[config.mk]
export PLATFORM = sky130hd
export DESIGN_NAME = cam_access_ctrl
export DESIGN_NICKNAME = d
export VERILOG_FILES = /design/src/rtl/cam_ctrl_pkg.sv /design/src/rtl/cam_slot_alloc.sv /design/src/rtl/cam_access_ctrl.sv
export SDC_FILE = /design/constraint.sdc
export NUM_CORES = 1
export LEC_CHECK = 0
export CAP_MARGIN = 20
export CORE_MARGIN = 5
export CORE_UTILIZATION = 51
export CTS_CLUSTER_SIZE = 10
export DETAILED_ROUTE_END_ITERATION = 8
export PLACE_DENSITY_LB_ADDON = 0.1
export SLEW_MARGIN = 30
export SYNTH_ARGS = -nofsm -noshare
export SYNTH_HDL_FRONTEND = slang
export SYNTH_HIERARCHICAL = 1
export SYNTH_SLANG_ARGS = --single-unit
[constraint.sdc]
create_clock -name clk -period 2.17 [get_ports clk]
set_input_delay 0.217 -clock clk [delete_from_list [all_inputs] [get_ports clk]]
set_output_delay 0.217 -clock clk [all_outputs]
set_load 0.01 [all_outputs]
[src/rtl/cam_ctrl_pkg.sv]
// cam_ctrl_pkg: shared definitions for the CAM access controller.
//   - default geometry (key width, slot index width, reserved scrub key)
//   - request op encoding
//   - controller state enum
//   - response record returned to the requesters
package cam_ctrl_pkg;

  localparam int unsigned DEF_KEY_W  = 8;
  localparam int unsigned DEF_ADDR_W = 4;
  localparam logic [DEF_KEY_W-1:0] DEF_RESERVED_KEY = 8'hFF;

  localparam logic OP_LOOKUP = 1'b0;
  localparam logic OP_INSERT = 1'b1;

  typedef enum logic [2:0] {
    ST_SCRUB,
    ST_IDLE,
    ST_LOOKUP,
    ST_CAPTURE,
    ST_WRITE,
    ST_RESP
  } state_e;

  typedef struct packed {
    logic                  id;
    logic [DEF_ADDR_W-1:0] addr;
    logic                  hit;
    logic                  err;
  } rsp_t;

endpackage

[src/rtl/cam_slot_alloc.sv]
// cam_slot_alloc: slot bookkeeping for the CAM.
//   Holds the per-slot valid bitmap, picks the lowest free slot (or the
//   round-robin victim once every slot is valid) and reports full.
// Ports:
//   clk          rising-edge clock
//   clear        synchronous clear of bitmap and victim pointer
//   alloc        mark `slot` valid this cycle (advances victim when full)
//   query_addr   slot whose validity is reported on query_valid
//   slot         slot the next write will use
//   full         all slots valid
//   query_valid  valid bit of query_addr
module cam_slot_alloc
  import cam_ctrl_pkg::*;
#(
  parameter int unsigned ADDR_W = DEF_ADDR_W
) (
  input  logic              clk,
  input  logic              clear,
  input  logic              alloc,
  input  logic [ADDR_W-1:0] query_addr,
  output logic [ADDR_W-1:0] slot,
  output logic              full,
  output logic              query_valid
);

  localparam int unsigned DEPTH = 1 << ADDR_W;

  logic [DEPTH-1:0]  valid_q;
  logic [ADDR_W-1:0] victim_q;
  logic [ADDR_W-1:0] free_idx;
  logic              free_found;

  // Lowest-index free slot.
  always_comb begin
    free_idx   = '0;
    free_found = 1'b0;
    for (int unsigned i = 0; i < DEPTH; i++) begin
      if (!free_found && !valid_q[i]) begin
        free_found = 1'b1;
        free_idx   = i[ADDR_W-1:0];
      end
    end
  end

  assign full        = &valid_q;
  assign slot        = full ? victim_q : free_idx;
  assign query_valid = valid_q[query_addr];

  always_ff @(posedge clk) begin
    if (clear) begin
      valid_q  <= '0;
      victim_q <= '0;
    end else if (alloc) begin
      valid_q[slot] <= 1'b1;
      if (full) victim_q <= victim_q + 1'b1;
    end
  end

endmodule

[src/rtl/cam_access_ctrl.sv]
// cam_access_ctrl: shares a 16x8 CAM between requesters A and B.
//   Round-robin arbitration of lookup/insert requests, CAM strobe
//   sequencing, slot allocation and one response per accepted request.
//   After reset every slot is scrubbed with RESERVED_KEY.
// Ports:
//   clk, rst                     clock, synchronous active-high reset
//   a_/b_valid, _op, _key        requests (op 0 = lookup, 1 = insert)
//   a_/b_ready                   request accepted this cycle
//   rsp_valid/ready              response handshake
//   rsp_id/addr/hit/err          response fields (id 0 = A, 1 = B)
//   full                         every slot valid
//   cam_wen/ren/din/addr         CAM strobe port (never both strobes high)
//   cam_dout/cam_hit             CAM registered match result
// Build option: CAM_DUP_CHECK_EN makes inserts look the key up first and
// skip the write when it is already present.
module cam_access_ctrl
  import cam_ctrl_pkg::*;
#(
  parameter int unsigned KEY_W  = DEF_KEY_W,
  parameter int unsigned ADDR_W = DEF_ADDR_W,
  parameter logic [KEY_W-1:0] RESERVED_KEY = DEF_RESERVED_KEY
) (
  input  logic              clk,
  input  logic              rst,
  input  logic              a_valid,
  input  logic              a_op,
  input  logic [KEY_W-1:0]  a_key,
  output logic              a_ready,
  input  logic              b_valid,
  input  logic              b_op,
  input  logic [KEY_W-1:0]  b_key,
  output logic              b_ready,
  output logic              rsp_valid,
  input  logic              rsp_ready,
  output logic              rsp_id,
  output logic [ADDR_W-1:0] rsp_addr,
  output logic              rsp_hit,
  output logic              rsp_err,
  output logic              full,
  output logic              cam_wen,
  output logic              cam_ren,
  output logic [KEY_W-1:0]  cam_din,
  output logic [ADDR_W-1:0] cam_addr,
  input  logic [ADDR_W-1:0] cam_dout,
  input  logic              cam_hit
);

  state_e            state_q, state_d;
  logic [ADDR_W-1:0] scrub_q;
  logic              rr_q;        // 1: B wins the next contested grant
  logic [KEY_W-1:0]  key_q;
  logic              id_q;
  rsp_t              rsp_q;
`ifdef CAM_DUP_CHECK_EN
  logic              op_q;
`endif

  logic              any_req;
  logic              sel_b;
  logic              sel_op;
  logic [KEY_W-1:0]  sel_key;
  logic              alloc;
  logic [ADDR_W-1:0] slot;
  logic              query_valid;
  logic              qual_hit;

  assign any_req = a_valid | b_valid;
  assign sel_b   = b_valid & (~a_valid | rr_q);
  assign sel_op  = sel_b ? b_op  : a_op;
  assign sel_key = sel_b ? b_key : a_key;
  // A CAM hit only counts if the slot has been written since the scrub.
  assign qual_hit = cam_hit & query_valid;

  cam_slot_alloc #(.ADDR_W(ADDR_W)) u_slot_alloc (
    .clk         (clk),
    .clear       (rst),
    .alloc       (alloc),
    .query_addr  (cam_dout),
    .slot        (slot),
    .full        (full),
    .query_valid (query_valid)
  );

  assign rsp_valid = (state_q == ST_RESP);
  assign rsp_id    = rsp_q.id;
  assign rsp_addr  = rsp_q.addr;
  assign rsp_hit   = rsp_q.hit;
  assign rsp_err   = rsp_q.err;

  always_comb begin
    state_d  = state_q;
    a_ready  = 1'b0;
    b_ready  = 1'b0;
    cam_wen  = 1'b0;
    cam_ren  = 1'b0;
    cam_din  = key_q;
    cam_addr = '0;
    alloc    = 1'b0;
    case (state_q)
      ST_SCRUB: begin
        cam_wen  = 1'b1;
        cam_din  = RESERVED_KEY;
        cam_addr = scrub_q;
        if (scrub_q == '1) state_d = ST_IDLE;
      end
      ST_IDLE: begin
        if (any_req) begin
          a_ready = ~sel_b;
          b_ready = sel_b;
          if (sel_key == RESERVED_KEY) begin
            state_d = ST_RESP;
          end else if (sel_op == OP_INSERT) begin
`ifdef CAM_DUP_CHECK_EN
            state_d = ST_LOOKUP;
`else
            state_d = ST_WRITE;
`endif
          end else begin
            state_d = ST_LOOKUP;
          end
        end
      end
      ST_LOOKUP: begin
        cam_ren = 1'b1;
        state_d = ST_CAPTURE;
      end
      ST_CAPTURE: begin
`ifdef CAM_DUP_CHECK_EN
        state_d = (op_q == OP_INSERT && !qual_hit) ? ST_WRITE : ST_RESP;
`else
        state_d = ST_RESP;
`endif
      end
      ST_WRITE: begin
        cam_wen  = 1'b1;
        cam_addr = slot;
        alloc    = 1'b1;
        state_d  = ST_RESP;
      end
      ST_RESP: begin
        if (rsp_ready) state_d = ST_IDLE;
      end
      default: state_d = ST_SCRUB;
    endcase
  end

  always_ff @(posedge clk) begin
    if (rst) begin
      state_q <= ST_SCRUB;
      scrub_q <= '0;
      rr_q    <= 1'b0;
      key_q   <= '0;
      id_q    <= 1'b0;
      rsp_q   <= '0;
`ifdef CAM_DUP_CHECK_EN
      op_q    <= OP_LOOKUP;
`endif
    end else begin
      state_q <= state_d;
      case (state_q)
        ST_SCRUB: scrub_q <= scrub_q + 1'b1;
        ST_IDLE: begin
          if (any_req) begin
            key_q <= sel_key;
            id_q  <= sel_b;
`ifdef CAM_DUP_CHECK_EN
            op_q  <= sel_op;
`endif
            if (a_valid && b_valid) rr_q <= ~sel_b;
            if (sel_key == RESERVED_KEY)
              rsp_q <= '{id: sel_b, addr: '0, hit: 1'b0, err: 1'b1};
          end
        end
        ST_CAPTURE: rsp_q <= '{id: id_q, addr: cam_dout, hit: qual_hit, err: 1'b0};
        ST_WRITE:   rsp_q <= '{id: id_q, addr: slot, hit: 1'b0, err: 1'b0};
        default: ;
      endcase
    end
  end

endmodule

==> results.toml <==
[floorplanning]
coreArea_um2 = 4690
ios = 53
start_util = 0.524
die_w_um = 79.4
die-area_um2 = 6310
die_y_um = 79.4
row_count = 25

[global_routing]
grt_pass1_wl_um = 11400
grt-ovfl-total = 0
antenna_found_initial = 0
grt_util_all_layers = 0.226
grt_max_degree = 19
grt_pass1_vias = 2484

[final_layout]
antenna_cells = 0
n_fill_cell = 382
drive_gt1_frac = 0.263
final_cell_mix = "clkdlybuf4s50_1, buf_4, dfxtp_1"
area_growth_pct = 41.3
layout.nets = 390
final_util = 0.740
final_common_cell = "clkdlybuf4s50_1"
postLayoutCellArea_um2 = 3470
instances_no_fill = 415

[critical_path]
worst-path-stages = 6
arrival_ns = 2.30
required_ns = 2.36
r2r-start = "u_slot_alloc/valid_q[8]"
start_kind = "register"
worstSetupPathType = "register to register"
crit_buf_inv = 2
cpLargestDelayFamily = "simple AND/OR/NAND/NOR gates"
crit_slowest_cell = "or3b_1"
crit_fanout = 8
reg2reg_setup_slack_ns = 0.06
crit_path_frequent_cell = "buf_4"
reg2reg_depth = 6
crit_chain = "nand4_1 -> buf_4 -> buf_4 -> o31a_4 -> or3b_1 -> o32ai_1"
crit_path_max_incr_delay_ns = 0.51
cp-end-kind = "register"
r2r-end = "u_slot_alloc/valid_q[3]"

[routing]
initialDrtViolationCount = 192
detailroute.via_count = 2509
detail_route.wl_per_cell_um = 17.6
drc = 0
routed_wl_um = 7300
avgViaCountPerCell = 6.05
dr.pass1.iters = 4
drt.antenna.violating_nets = 0

[hold_path]
worstHoldEndpoint = "rsp_addr[1]"
hold_path_class = "register to register"
hp-start = "rsp_addr[1]"
hold_depth = 2

[clocking]
cts_root_buffer = "clkbuf_8"
cts_tree = "done"
postCtsHoldBufs = 0
clkSinkCount = 44
cts_buffers = 5
clk_path_buf_depth = 2
path_clk_slew_ns = 0.09
worstSkewPairLatency_ns = 0.30
htreeDepth = 2

[sta]
finalHoldViolations = 0
clock-skew-final_ns = 0.00843
worst_hold_slack_ns = 0.487
final_max_slew_viol_count = 0
clock.fmax_mhz = 475
slew_headroom = 0.748
final-setup-viol-count = 0
fin_crit_sh = 0.971
finalCriticalPeriod_ns = 2.11
rsz0062_at_grt = "true"
worst_pin_slew_ns = 0.377

[synthesis]
syn_inst = 278
yosys_warnings = 6
synthArstFlopShare = 0
synth-edff-count = 0
netlist_area_um2 = 2460
ys_seq_elements = 44
synth.distinct_cells = 59
synth_top_flop_cell = "dfxtp_1"
ys_seq_area_frac = 0.358
netlist_top_cells_area = "dfxtp_1, o32ai_1, nand2_1"
syn_nets = 308
avgSynthCellArea_um2 = 8.84
yosysTopAreaCellShare = 0.358
synth_area_leader_cell = "dfxtp_1"

[pwr]
p_comb_frac = 0.097
pwr-share-clk = 0.406
swShare = 0.225
power_leakage_nw = 1.31
p_sw_w = 0.000371
pwr-share-seq = 0.497
p_int_w = 0.00128
peakVddDrop_mv = 0.463
p_per_area_nw_per_um2 = 475

[status]
outcome = "completed"

[placement]
place_congestion = 0.917
io_buffers = 52
placed_cell_area_um2 = 3210
dp.cells = 400
dp_hpwl_um = 5000

[job]
drv_cap = 0
metal layers:
layer,GRT usage,wire [µm]
met1,0.257,2940
met2,0.404,3700
met3,0.0440,471
met4,0.107,189
met5,0,0
metrics by stage:
step	setup slack, ns	power (W)	setup TNS, ns
floorplan	0.323	0.000903	0
global placement	-0.200	0.00101	-0.200
detailed placement	-0.244	0.00101	-0.253
CTS	-0.0347	0.00166	-0.0347
global route	-0.0739	0.00170	-0.100
finish	0.0629	0.00165	0
area by class of cell:
cell class,count,area [µm²],area share
sequential,44,903,0.260
tap,54,67.6,0.0195
clock inverter,2,38.8,0.0112
inverter,18,72.6,0.0209
clock buffer,6,82.6,0.0238
timing repair buffer,89,776,0.223
multi-input combinational,202,1530,0.441
power by group through the flow:
| stage | Sequential, W | Clock (W) | Combinational (W) |
|---|---|---|---|
| 4_1_cts | 0.000823 | 0.000679 | 0.000163 |
| 2_1_floorplan | 0.000843 | 0 | 0.0000592 |
| 3_5_place_dp | 0.000843 | 0 | 0.000164 |
| 5_1_grt | 0.000821 | 0.000708 | 0.000175 |
| 3_3_place_gp | 0.000843 | 0 | 0.000163 |
| 6_report | 0.000819 | 0.000669 | 0.000160 |
worst max-delay path by stage:
stage | startpoint | to
4_1_cts | u_slot_alloc/valid_q[8] | cam_addr[0]
3_3_place_gp | cam_dout[0] | rsp_hit
3_5_place_dp | cam_dout[0] | rsp_hit
6_report | u_slot_alloc/valid_q[8] | u_slot_alloc/valid_q[3]
5_1_grt | u_slot_alloc/valid_q[8] | cam_addr[1]
2_1_floorplan | u_slot_alloc/valid_q[7] | rsp_addr[0]
logic make-up (layout without fill, tap and decap cells):
kind of cell    after synthesis  after routing  synth area share
xor+xnor                      7              7            0.0249
simple gates                110            110             0.244
compound gates               72             72             0.235
fa+ha+maj                     2              2            0.0102
flops                        44             44             0.358
buf+inv                      32            115            0.0545
mux                          11             11            0.0738
cells in the mapped netlist (all sizes together), types with 2 or more instances:
master / count
nor3b: 3
a21oi: 4
nor2: 26
mux2i: 5
a21o: 2
o32a: 4
o31ai: 9
o32ai: 13
clkbuf: 7
nand3: 7
nand4: 9
mux4: 5
a311oi: 11
xor2: 4
or2: 9
inv: 17
ha: 2
nor3: 7
and3b: 2
o21a: 2
nor2b: 2
xnor2: 3
nand2: 29
o21ai: 8
a31oi: 3
dfxtp: 44
nand2b: 6
and3: 2
a22oi: 5
buf: 7
sequential cells by signal, indices dropped and copies added (netlist names):
name / flops
rsp_hit: 1
u_slot_alloc/valid_q: 16
state_q: 3
scrub_q: 4
rsp_err: 1
id_q: 1
rsp_addr: 4
u_slot_alloc/victim_q: 4
rsp_id: 1
rr_q: 1
key_q: 8
timing repair:
action / 4_1_cts / 5_1_grt
resized for setup: 21 / 26
pin swaps: 2 / 6
setup endpoints to repair: 5 / 6
setup buffers: 6 / 1
worst reg2reg max path: stages, from the launching register on:
cell,delay [ns]
dfxtp_2,0.36
nand4_1,0.20
buf_4,0.21
buf_4,0.13
o31a_4,0.29
or3b_1,0.51
o32ai_1,0.31
Power figures use the tool's default switching activity.
